$ cat config.mk
export PLATFORM = sky130hd
export DESIGN_NAME = bus_cycle_arbiter
export DESIGN_NICKNAME = d
export VERILOG_FILES = /design/src/rtl/bus_cycle_arbiter.sv
export SDC_FILE = /design/constraint.sdc
export NUM_CORES = 1
export LEC_CHECK = 0
export CELL_PAD_IN_SITES_DETAIL_PLACEMENT = 1
export CELL_PAD_IN_SITES_GLOBAL_PLACEMENT = 1
export CORE_MARGIN = 2
export CORE_UTILIZATION = 33
export DETAILED_ROUTE_END_ITERATION = 6
export PLACE_DENSITY = 0.79
export SETUP_SLACK_MARGIN = 0.15
export SYNTH_ARGS = -nofsm -noshare
export SYNTH_HDL_FRONTEND = slang
export SYNTH_SLANG_ARGS = --single-unit
$ cat constraint.sdc
create_clock -name clk -period 2.58 [get_ports clk]
set_input_delay 0.645 -clock clk [delete_from_list [all_inputs] [get_ports clk]]
set_output_delay 0.645 -clock clk [all_outputs]
set_load 0.005 [all_outputs]
$ cat src/rtl/bus_cycle_arbiter.sv
// Purpose: two-port round-robin arbiter/sequencer for the multiplexed external address/data bus.
// Latency: a req seen in IDLE at cycle k gives ALE at k+1 and an ack at k+3+STROBE_CYCLES.
// Backpressure: pause holds off new grants only; requests stay pending and an in-flight transfer completes.
module bus_cycle_arbiter #(
    parameter int DW            = 8,
    parameter int STROBE_CYCLES = 2
) (
    input  logic          clk,
    input  logic          rst_n,
    input  logic          pause,
    input  logic          req0,
    input  logic          req1,
    input  logic          rw0,
    input  logic          rw1,
    input  logic [DW-1:0] addr0,
    input  logic [DW-1:0] addr1,
    input  logic [DW-1:0] wdata0,
    input  logic [DW-1:0] wdata1,
    output logic          ack0,
    output logic          ack1,
    output logic [DW-1:0] rdata,
    output logic          busy,
    output logic          gnt_id,
    output logic          ale,
    output logic          en,
    output logic          rw,
    output logic [DW-1:0] ad_out,
    output logic          ad_oe,
    input  logic [DW-1:0] ad_in
);

    typedef enum logic [2:0] {
        IDLE    = 3'd0,
        ADDR    = 3'd1,
        HOLD    = 3'd2,
        STROBE  = 3'd3,
        RECOVER = 3'd4
    } state_t;

    state_t        state;
    state_t        state_nxt;
    logic [3:0]    cnt;
    logic          rw_q;
    logic [DW-1:0] addr_q;
    logic [DW-1:0] wdata_q;
    logic          gnt_q;
    logic          last_grant;
    logic          grant_go;
    logic          win;
    logic          strobe_last;

    // A grant happens only from IDLE with pause low; on contention the port not served last wins.
    assign grant_go    = (state == IDLE) && !pause && (req0 || req1);
    assign win         = (req0 && req1) ? ~last_grant : req1;
    assign strobe_last = (cnt == 4'(STROBE_CYCLES - 1));
    assign gnt_id      = gnt_q;

    // State register; reset forces IDLE so all strobes decode low at once.
    always_ff @(posedge clk or negedge rst_n) begin
        if (!rst_n) begin
            state <= IDLE;
        end else begin
            state <= state_nxt;
        end
    end

    // Next-state and pin decode; outputs are pure functions of state and latched request.
    always_comb begin
        state_nxt = state;
        ale       = 1'b0;
        en        = 1'b0;
        rw        = 1'b1;
        ad_oe     = 1'b0;
        ad_out    = '0;
        ack0      = 1'b0;
        ack1      = 1'b0;
        busy      = 1'b1;
        case (state)
            IDLE: begin
                busy = 1'b0;
                if (grant_go) state_nxt = ADDR;
            end
            ADDR: begin
                ale       = 1'b1;
                ad_oe     = 1'b1;
                ad_out    = addr_q;
                rw        = rw_q;
                state_nxt = HOLD;
            end
            HOLD: begin
                ad_oe     = 1'b1;
                ad_out    = addr_q;
                rw        = rw_q;
                state_nxt = STROBE;
            end
            STROBE: begin
                en = 1'b1;
                rw = rw_q;
                if (!rw_q) begin
                    ad_oe  = 1'b1;
                    ad_out = wdata_q;
                end
                if (strobe_last) state_nxt = RECOVER;
            end
            RECOVER: begin
                rw = rw_q;
                // Write data is held one extra cycle past the strobe's falling edge.
                if (!rw_q) begin
                    ad_oe  = 1'b1;
                    ad_out = wdata_q;
                end
                ack0      = ~gnt_q;
                ack1      = gnt_q;
                state_nxt = IDLE;
            end
            default: begin
                busy      = 1'b0;
                state_nxt = IDLE;
            end
        endcase
    end

    // Latch the winning request at grant; requester inputs are not looked at again until IDLE.
    always_ff @(posedge clk or negedge rst_n) begin
        if (!rst_n) begin
            rw_q       <= 1'b1;
            addr_q     <= '0;
            wdata_q    <= '0;
            gnt_q      <= 1'b0;
            last_grant <= 1'b1;
        end else if (grant_go) begin
            rw_q       <= win ? rw1 : rw0;
            addr_q     <= win ? addr1 : addr0;
            wdata_q    <= win ? wdata1 : wdata0;
            gnt_q      <= win;
            last_grant <= win;
        end
    end

    // Strobe-width counter and read capture on the edge closing the last strobe cycle.
    always_ff @(posedge clk or negedge rst_n) begin
        if (!rst_n) begin
            cnt   <= '0;
            rdata <= '0;
        end else begin
            if (state == STROBE) cnt <= cnt + 4'd1;
            else                 cnt <= '0;
            if (state == STROBE && strobe_last && rw_q) rdata <= ad_in;
        end
    end

endmodule

# Word level (Yosys, flattened, before mapping)
# Index checks and enable logic that the tools add are counted.
# word_totals
in_bits	47
wordCells	48
output_inout_bits	24
regBits	34
# classes
addsub	1
eq_ne	7
muxes	18
n_reduce_logical	12
bitwise_logic	2
# ops
cell	n
$mux 8	3
$pmux 8 s2	1
$pmux 3 s4	1
$mux 1	9
$eq 3x2->1 const B	2
$mux 3	2
$logic_and 1x1->1	5
$add 4x1->4 const B	1
$eq 4x1->1 const B	1
$mux 4	1
$ne 2x2->1 const B	2
$reduce_or 2->1	2
$reduce_or 4->1	1
$eq 3x1->1 const B	1
$eq 3x3->1 const B	1
$logic_not 3->1	1
$not 1->1	2
$pmux 1 s2	1
$reduce_and 2->1	1
$logic_not 1->1	1
$logic_or 1x1->1	1

# Logic depth before layout (Yosys ltp)
# depth
ltp_word	5
depth_mapped	5
mapped_depth_nobuf	5

# Least setup slack after synthesis
# OpenSTA, ideal clock, no wires.
# synth_path
path_kind	reg2out
startpoint	register state[0]
endpoint	output ad_out[0]
arrival_time_ns	1.444
path_slack_ns	0.491
required_ns	1.935
path_buffers	1
stages_incl_launch_ff	5
path_cell_list	dfrtp_1 > buf_4 > or3b_2 > a21oi_2 > a22o_1
# synth_between
elab_chain_len	3
word_cells_on_any_way	7
classes_between	eq/ne (4); mux (1); reduce/logical (2)
# synth_rtl
item	line_no	source
start, declared	40	state_t state;
start signal, assigned	63	state <= state_nxt;
$eq 3x2->1, or another cell as far along	78	case (state)
$reduce_or 2->1 (no line)	--	
$pmux 8 s2 (*)	78	
end, declared	27	output logic [DW-1:0] ad_out,
# Mark *: on every way between the ends. The rest lies on a longest branch, timed or not.

# Worst setup path after layout
# Ends and elaborated chain as after synthesis.

==> flow_summary_export.csv <==
group,metric,value,unit
route,wl,4930,um
sta,tightest_slew,582,ps
yosys,ys_seq_area_frac,0.500,
finish,regArea,855,um^2
finish,multi_input_area,832,um^2
critical_path,start_kind,"flop",
finish,fillerInstances,539,
sta,finalHoldViolCount,0,
sta,setup_viol,0,
finish,layout_common_cells,"clkdlybuf4s50_1 (55), mux2_2 (44), dfrtp_1 (31)",
yosys,syn_inst,127,
route,drt-wirelength-per-cell,16.6,um
floorplanning,start_util,0.339,
placed_design,hpwl,3480,um
finish,layout_commonest_cell,"clkdlybuf4s50_1",
clock_tree,cts.sinks,34,
sta,rsz0062_at_grt,"true",
critical_path,rrSetupSlack,670,ps
critical_path,crit_top_cell,"buf_6",
yosys,yosys_warnings,0,
finish,fin_nets,276,
route,antenna_left,0,
sta,slew_violations,0,
critical_path,crit_path_end_kind,"primary output",
clock_tree,clkSlewWorstSetupHoldPaths,70,ps
placed_design,gp_congestion,0.757,
clock_tree,cts_root_buffer,"clkbuf_8",
sta,finalCriticalPeriod,2560,ps
floorplanning,die_x,75.9,um
placed_design,placedCellCount,272,
grt,use_met2,0.317,
route,first_iter_violations,24,
grt,grt_usage,0.178,
grt,use_met3,0.0631,
finish,drive_gt1_frac,0.461,
critical_path,crit_required,1930,ps
min_path,hold_path_class,"flop to flop",
placed_design,portBuffers,70,
yosys,ys_ff_latch,34,
floorplanning,die_area,5770,um^2
grt,gr-total-overflow,0,
pwr,powerDensity,1100,nW/um^2
yosys,netlist_area,1710,um^2
yosys,ys_types,28,
floorplanning,dieHeight,75.9,um
clock_tree,clock_latency,290,ps
clock_tree,cts_htree_levels,2,
sta,relSlewSlack,0.611,
finish,synthToLayoutAreaGrowth,64.8,%
grt,grt_max_degree,35,
pwr,ir_drop,0.544,mV
critical_path,crit_type,"flop to primary output",
grt,top_usage_layer,"met2",
finish,final_cells,298,
finish,final_core_util,0.558,
pwr,p_leak,1.26,nW
critical_path,cp.arrival,1910,ps
sta,fin_worst_skew,4.83,ps
clock_tree,ctsLongestPathBuffers,2,
route,vias_per_cell,4.69,
outcome,run_status,"completed",
floorplanning,core_area,5040,um^2
grt,grt_antenna_before_repair,0,
route,dr.pass1.iters,3,
grt,grt_pass1_vias,1561,
critical_path,crit_slowest_cell,"dfrtp_1",
job,maxCapViolations,0,
finish,diodes,0,
clock_tree,numCtsBuffers,5,
yosys,synth_nets,176,
critical_path,slowest_delay,420,ps
critical_path,cp_max_fo,4,
floorplanning,row_count,26,
sta,fmax,391,MHz
route,vias,1398,
sta,hold_ws,504,ps
sta,tns,0,ps
grt,grt_pass1_wl,8000,um
clock_tree,hold_buffers,0,
critical_path,path_cells,"buf_6, buf_6, nand3b_1, buf_4, a21oi_4, buf_6, buf_12, buf_6, a22o_1, buf_2",
grt,met1_usage,0.198,
clock_tree,tritoncts,"done",
sta,fin_crit_sh,0.991,
yosys,synth.avg_cell_area,13.4,um^2
route,drc,0,
floorplanning,pin_count,71,
==> through the flow <==
step                setup slack, ps  total power [mW]  instance area [um^2]
finish                         23.5              3.09                  2820
global route                  -66.2              3.31                  2820
CTS                            9.21              2.99                  2740
detailed placement             17.3              2.43                  2540
global placement               93.6              2.35                  2540
floorplan                       491              1.63                  1710
==> repair_timing <==
item,in CTS,in global routing
resized for setup,52,12
gates cloned,1,0
hold endpoints to repair,0,0
pin swaps,8,9
endpoints found under the setup margin,13,13
setup buffers,12,5
==> kinds of logic after synthesis <==
logic type | after synthesis | share of synthesized area
AOI/OAI and AO/OA | 13 | 0.0637
buffers and inverters | 9 | 0.0330
DFF | 34 | 0.500
adders and majority gates | 2 | 0.0146
muxes | 44 | 0.290
xor gates and xnor gates | 4 | 0.0205
and+or+nand+nor | 21 | 0.0784
==> state kept, by name, indices dropped and copies added, names as in the netlist <==
| register | flops |
|---|---|
| addr_q | 8 |
| cnt | 4 |
| gnt_id | 1 |
| last_grant | 1 |
| rdata | 8 |
| rw_q | 1 |
| state | 3 |
| wdata_q | 8 |
==> final timing paths <==
| path | startpoint | cells past startpoint | to |
|---|---|---|---|
| setup reg to reg | state[0] | 9 | rdata[0] |
| hold reg to reg | cnt[0] | 1 | cnt[0] |
| min in group asynchronous | rst_n | 2 | rdata[6] |
| hold / removal | cnt[0] | 1 | cnt[0] |
| max in group asynchronous | rst_n | 2 | rw_q |
| setup / recovery | state[0] | 10 | ad_out[0] |
==> metal layers <==
| layer | part of all wire | vias to the layer above |
|---|---|---|
| met4 | 0.012 | 0 |
| li1 | - | 650 |
| met2 | 0.53 | 53 |
| met1 | 0.39 | 690 |
| met3 | 0.062 | 5 |
| met5 | 0 | - |
==> report_power, final <==
group | internal (mW) | switching, mW | total, mW
Sequential | 0.796 | 0.175 | 0.971
Clock | 0.214 | 0.194 | 0.408
Combinational | 1.07 | 0.632 | 1.71
==> cells in the mapped netlist <==
cell       n  share of area
a21boi_0   1         0.0044
a21oi_1    1         0.0029
a21oi_2    1         0.0051
a22o_1     8          0.041
and2_1     1         0.0037
and3_1     2         0.0073
buf_2      3         0.0088
buf_4      1         0.0044
buf_6      2          0.013
dfrtp_1   32           0.47
dfstp_2    2          0.031
ha_1       2          0.015
inv_1      3         0.0066
mux2_2    44           0.29
nand2b_1   1         0.0037
nand3_1    1         0.0029
nand3_2    1         0.0059
nand3b_1   1         0.0044
nor2_1     8          0.018
nor3_1     1         0.0029
nor3b_1    2         0.0088
nor4_4     1          0.012
o21ba_2    1         0.0059
o21bai_1   1         0.0044
or2_2      1         0.0037
or3b_2     1         0.0051
xnor2_1    3          0.015
xor2_1     1         0.0051
==> critical path, delay by kind of cell (launching register included) <==
family,cells,cell delay [ps]
and+or+nand+nor,1,110
AOI/OAI and AO/OA,2,230
DFF,1,420
buffers and inverters,7,870
==> layout make-up <==
type                    instances  area share
flip-flops and latches         34       0.304
clock inverters                 2     0.00444
repair buffers                 99       0.332
well taps                      70      0.0311
inverters                       3     0.00400
multi-input cells              84       0.296
clock buffers                   6      0.0293
No activity file was read; power rests on OpenSTA's default activity.
==> edit 1 (same settings) <==
The parameter `DW` goes from 8 to 6.
--- a/src/rtl/bus_cycle_arbiter.sv
+++ b/src/rtl/bus_cycle_arbiter.sv
@@ -2,7 +2,7 @@
 // Latency: a req seen in IDLE at cycle k gives ALE at k+1 and an ack at k+3+STROBE_CYCLES.
 // Backpressure: pause holds off new grants only; requests stay pending and an in-flight transfer completes.
 module bus_cycle_arbiter #(
-    parameter int DW            = 8,
+    parameter int DW            = 6,
     parameter int STROBE_CYCLES = 2
 ) (
     input  logic          clk,
Interface: changed (7 resized); port bits go from 71 to 57. The function was not compared with the original's and may differ.
==> edit 1 against the original RTL <==
  * Final area decreased by 12%
  * Clock skew increased by 0.0011 ns
  * Non-clock buffer count decreased by 23
  * Routed wire length decreased by 3.6%
  * Sequential cell count decreased by 6
  * Total power decreased by 17%
  * Critical path type unchanged
  * Worst setup slack improved by 0.072 ns
  * Clock power decreased by 15%
  * Critical path depth decreased by 3
  * Sequential share of layout area decreased by 2.0 points
  * Synthesized area decreased by 7.9%
  * Register-to-register slack got worse by 0.23 ns
==> edit 1: results <==
export IMPL_synthFlopType="dfrtp_1"
export IMPL_nets=249
export IMPL_fin_skew_ns=0.005944
export IMPL_grt_pass1_wl_um=7265
export IMPL_vdd_drop_max_mv=0.4078
export IMPL_reg2reg_to="rdata[4]"
export IMPL_gp_congestion=0.8249
export IMPL_port_buffers=56
export IMPL_clock_latency_ns=0.28
export IMPL_crit_start="state[0]"
export IMPL_timing_rr_start="state[2]"
export IMPL_h_tree_depth=1
export IMPL_status="finished clean"
export IMPL_min_path_cells=1
export IMPL_firstDrtPassIters=4
export IMPL_worst_slack_ns=0.09562
export IMPL_synth_common_cells="26 x dfrtp_1, 26 x mux2_2, 10 x nand2_1"
export IMPL_grt_util_met1_pct=18.97
export IMPL_cellLeakagePower_nw=1.158
export IMPL_slowest_stage="dfrtp_1"
export IMPL_cts_buffers=3
export IMPL_fillers=488
export IMPL_top_regs="addr_q x6, rdata x6, wdata_q x6"
export IMPL_whs_endpoint="cnt[0]"
export IMPL_r2r_slack_ns=0.44
export IMPL_pre_cts_ws_ns=0.1411
export IMPL_grt_pass1_vias=1553
export IMPL_antennaDiodeCount=0
export IMPL_syn_num_nets=176
export IMPL_hold_worst_slack_ns=0.5042
export IMPL_grtUsageTotal_pct=17.96
export IMPL_place_hpwl_um=3288
export IMPL_path_clk_slew_ns=0.10
export IMPL_synth_area_leaders="dfrtp_1 41%, mux2_2 19%, mux2_4 5.7%"
export IMPL_cp_arrival_ns=1.84
export IMPL_hp_start="cnt[0]"
export IMPL_reg2reg_depth=6
export IMPL_seq_area_frac_synth_pct=44.71
export IMPL_max_stage_delay_ns=0.44
export IMPL_drive_gt1_share_pct=39.23
export IMPL_root_buffer="clkbuf_8"
export IMPL_grt_max_degree=29
export IMPL_grtUsageMet2_pct=35.94
export IMPL_worst_pin_slew_ns=0.3848
export IMPL_path_max_fanout=8
export IMPL_synth_distinct_cells=33
export IMPL_yosysWarnings=0
export IMPL_ctsLongestPathBuffers=2
export IMPL_timing_critical_path_to="ad_out[5]"
export IMPL_vias_per_cell=5.167
export IMPL_wl_per_cell_um=18.08
export IMPL_timing_critical_path_depth=7
export IMPL_first_iter_violations=27
export IMPL_grt_use_met3_pct=2.486
export IMPL_hold_path_class="flop to flop"
edit 1: cell types whose count changed in the layout (fill, tap and decap cells not counted), sizes merged, moves of 3 or more:
cell,change
o21ai,+6
nor2b,+8
clkdlybuf4s50,-11
clkbuf,-3
mux2,-12
buf,-18
or4b,+6
a22o,-8
dfrtp,-6
nand2,+10
nand3,+6
dlygate4sd2,+4
edit 1: through the flow:
stage	total power, mW	instances	area [sq um]
after floorplan	1.413	137	1573
after global placement	1.966	248	2223
after detailed placement	2.033	248	2223
after CTS	2.470	258	2397
after global routing	2.716	263	2489
final	2.556	263	2489
edit 1: report_power, final:
part / leakage [nW] / switching (mW) / total, mW / internal, mW
Combinational: 0.785 / 0.546 / 1.38 / 0.835
Sequential: 0.337 / 0.178 / 0.829 / 0.651
Clock: 0.0357 / 0.138 / 0.346 / 0.208
Total: 1.16 / 0.863 / 2.56 / 1.69
edit 1: repair_timing:
item / 4_1_cts / 5_1_grt
gates resized for setup: 24 / 16
pin swaps: 2 / 3
endpoints found under the setup margin: 12 / 11
buffers inserted: 6 / 5
edit 1: metal layers:
metal,routed length (um),up-vias
met5,0,-
met4,85,0
met3,265,12
met2,2598,50
met1,1806,672
li1,-,625
edit 1: cells by family (layout without fill, tap and decap cells):
logic type,count (synthesis),in the layout,share of synthesized area (%)
adders and majority gates,2,2,1.591
and+or+nand+nor,47,47,17.82
xor gates and xnor gates,3,3,1.671
muxes,34,34,25.62
buffers and inverters,11,83,3.580
AOI/OAI and AO/OA,12,12,5.012
DFF,28,28,44.71
edit 1: final cells by class:
cell class	instances	share of cell area [%]
Sequential cell	28	28.31
Multi-Input combinational cell	98	36.55
Timing Repair Buffer	76	29.11
Tap cell	54	2.715
Clock inverter	1	1.207
Inverter	3	0.4525
Clock buffer	3	1.659
==> edit 2 (config.mk and constraints unchanged) <==
Made on the original files. The 5 states of `state_t` get a one-hot encoding in 5 bits.
--- a/src/rtl/bus_cycle_arbiter.sv
+++ b/src/rtl/bus_cycle_arbiter.sv
@@ -29,12 +29,12 @@
     input  logic [DW-1:0] ad_in
 );
 
-    typedef enum logic [2:0] {
-        IDLE    = 3'd0,
-        ADDR    = 3'd1,
-        HOLD    = 3'd2,
-        STROBE  = 3'd3,
-        RECOVER = 3'd4
+    typedef enum logic [4:0] {
+        IDLE    = 5'b00001,
+        ADDR    = 5'b00010,
+        HOLD    = 5'b00100,
+        STROBE  = 5'b01000,
+        RECOVER = 5'b10000
     } state_t;
 
     state_t        state;
Behaviour: no difference found for any inputs over 10 cycles, from zero or initial values and one cycle with rst_n low; not proved beyond that.
==> edit 2 against the original RTL <==
  * Synthesized area increased by 7.5%
  * Global-route usage decreased by 1.2 points
  * Final area increased by 2.6%
  * Cell count increased by 2.0%
  * Worst hold slack got worse by 0.076 ns
  * Non-clock buffer count decreased by 8
  * Critical endpoint is now ad_out[2]
  * Worst setup slack improved by 0.055 ns
  * Routed wire length decreased by 1.5%
  * Critical path type unchanged
  * Sequential cell count increased by 2
  * Largest cell class is now multi-input combinational cells
Power is not compared: it rests on default switching activity, and its combinational part moved more than twofold at a synthesized area within 25%.
==> edit 2: results <==
export IMPL_status="finished clean"
export IMPL_hold_path_class="input pin to asynchronous set/reset pin"
export IMPL_vias=1473
export IMPL_timing_rr_start="state[2]"
export IMPL_vias_per_cell=4.845
export IMPL_grt_use_met3_pct=3.678
export IMPL_place_hpwl_um=3452
export IMPL_fillers=592
export IMPL_synth_distinct_cells=35
export IMPL_seq_area_frac_synth_pct=49.25
export IMPL_placed_cells=289
export IMPL_drive_gt1_share_pct=42.24
export IMPL_synthXorXnorAreaFrac_pct=1.907
export IMPL_synth_compound_area_share_pct=6.199
export IMPL_path_max_fanout=5
export IMPL_grtUsageMet2_pct=29.06
export IMPL_worst_pin_slew_ns=0.7896
export IMPL_grt_util_met1_pct=20.18
export IMPL_wl_met1_um=2035
export IMPL_synth_common_cells="42 x mux2_2, 33 x dfrtp_1, 8 x a22o_1, 8 x nor2_1"
export IMPL_fin_skew_ns=0.01115
export IMPL_yosys_area_share_adder_pct=1.362
export IMPL_first_iter_violations=12
export IMPL_grt_pass1_vias=1681
export IMPL_cp_arrival_ns=1.86
export IMPL_wl_um=4858
export IMPL_synth_area_leaders="dfrtp_1 45%, mux2_2 26%, dfstp_2 4.3%"
export IMPL_gp_congestion=0.7231
export IMPL_syn_num_nets=190
export IMPL_grt_pass1_wl_um=7935
export IMPL_grtUsageTotal_pct=16.59
[edit 2: changes by cell type after synthesis, moves of 2 or more]
cell      unedited run  this run
nor2b_1              0         3
clkbuf_1             0         2
mux2_1               0         2
mux2_2              44        42
nand2_1              0         2
[edit 2: report_power, final]
| part | leakage, nW | internal, mW | switching (mW) |
|---|---|---|---|
| Combinational | 0.751 | 0.484 | 0.311 |
| Sequential | 0.435 | 0.758 | 0.115 |
| Clock | 0.0412 | 0.189 | 0.201 |
| Total | 1.23 | 1.43 | 0.627 |
[edit 2: worst max path at each step]
stage | start | endpoint | slack, ns
floorplan | state[0] | ad_out[0] | 0.47
global placement | state[1] | ad_out[6] | 0.12
detailed placement | state[2] | ad_out[3] | 0.08
CTS | state[2] | ad_oe | 0.04
global route | state[2] | ad_out[7] | -0.005
finish | state[2] | ad_out[2] | 0.08
[edit 2: what timing repair did]
action	4_1_cts	5_1_grt
cloned	1	1
gates resized for setup	39	24
hold endpoints to repair	0	0
setup buffers	3	2
pin swaps	4	13
setup endpoints to repair	15	12
[edit 2: cells by family (layout without fill, tap and decap cells)]
group | after synthesis | in the layout
AOI/OAI and AO/OA | 14 | 14
xor gates and xnor gates | 4 | 4
adders and majority gates | 2 | 2
buffers and inverters | 10 | 101
DFF | 36 | 36
muxes | 44 | 44
and+or+nand+nor | 31 | 31
[edit 2: cell type report]
cell class | instances | area (sq um) | share of cell area (%)
clock inverter | 2 | 12.51 | 0.4333
clock buffer | 6 | 72.57 | 2.513
multi-input combinational | 95 | 947.2 | 32.80
sequential | 36 | 904.6 | 31.33
inverter | 2 | 7.507 | 0.2600
tap | 72 | 90.09 | 3.120
timing repair buffer | 91 | 853.3 | 29.55
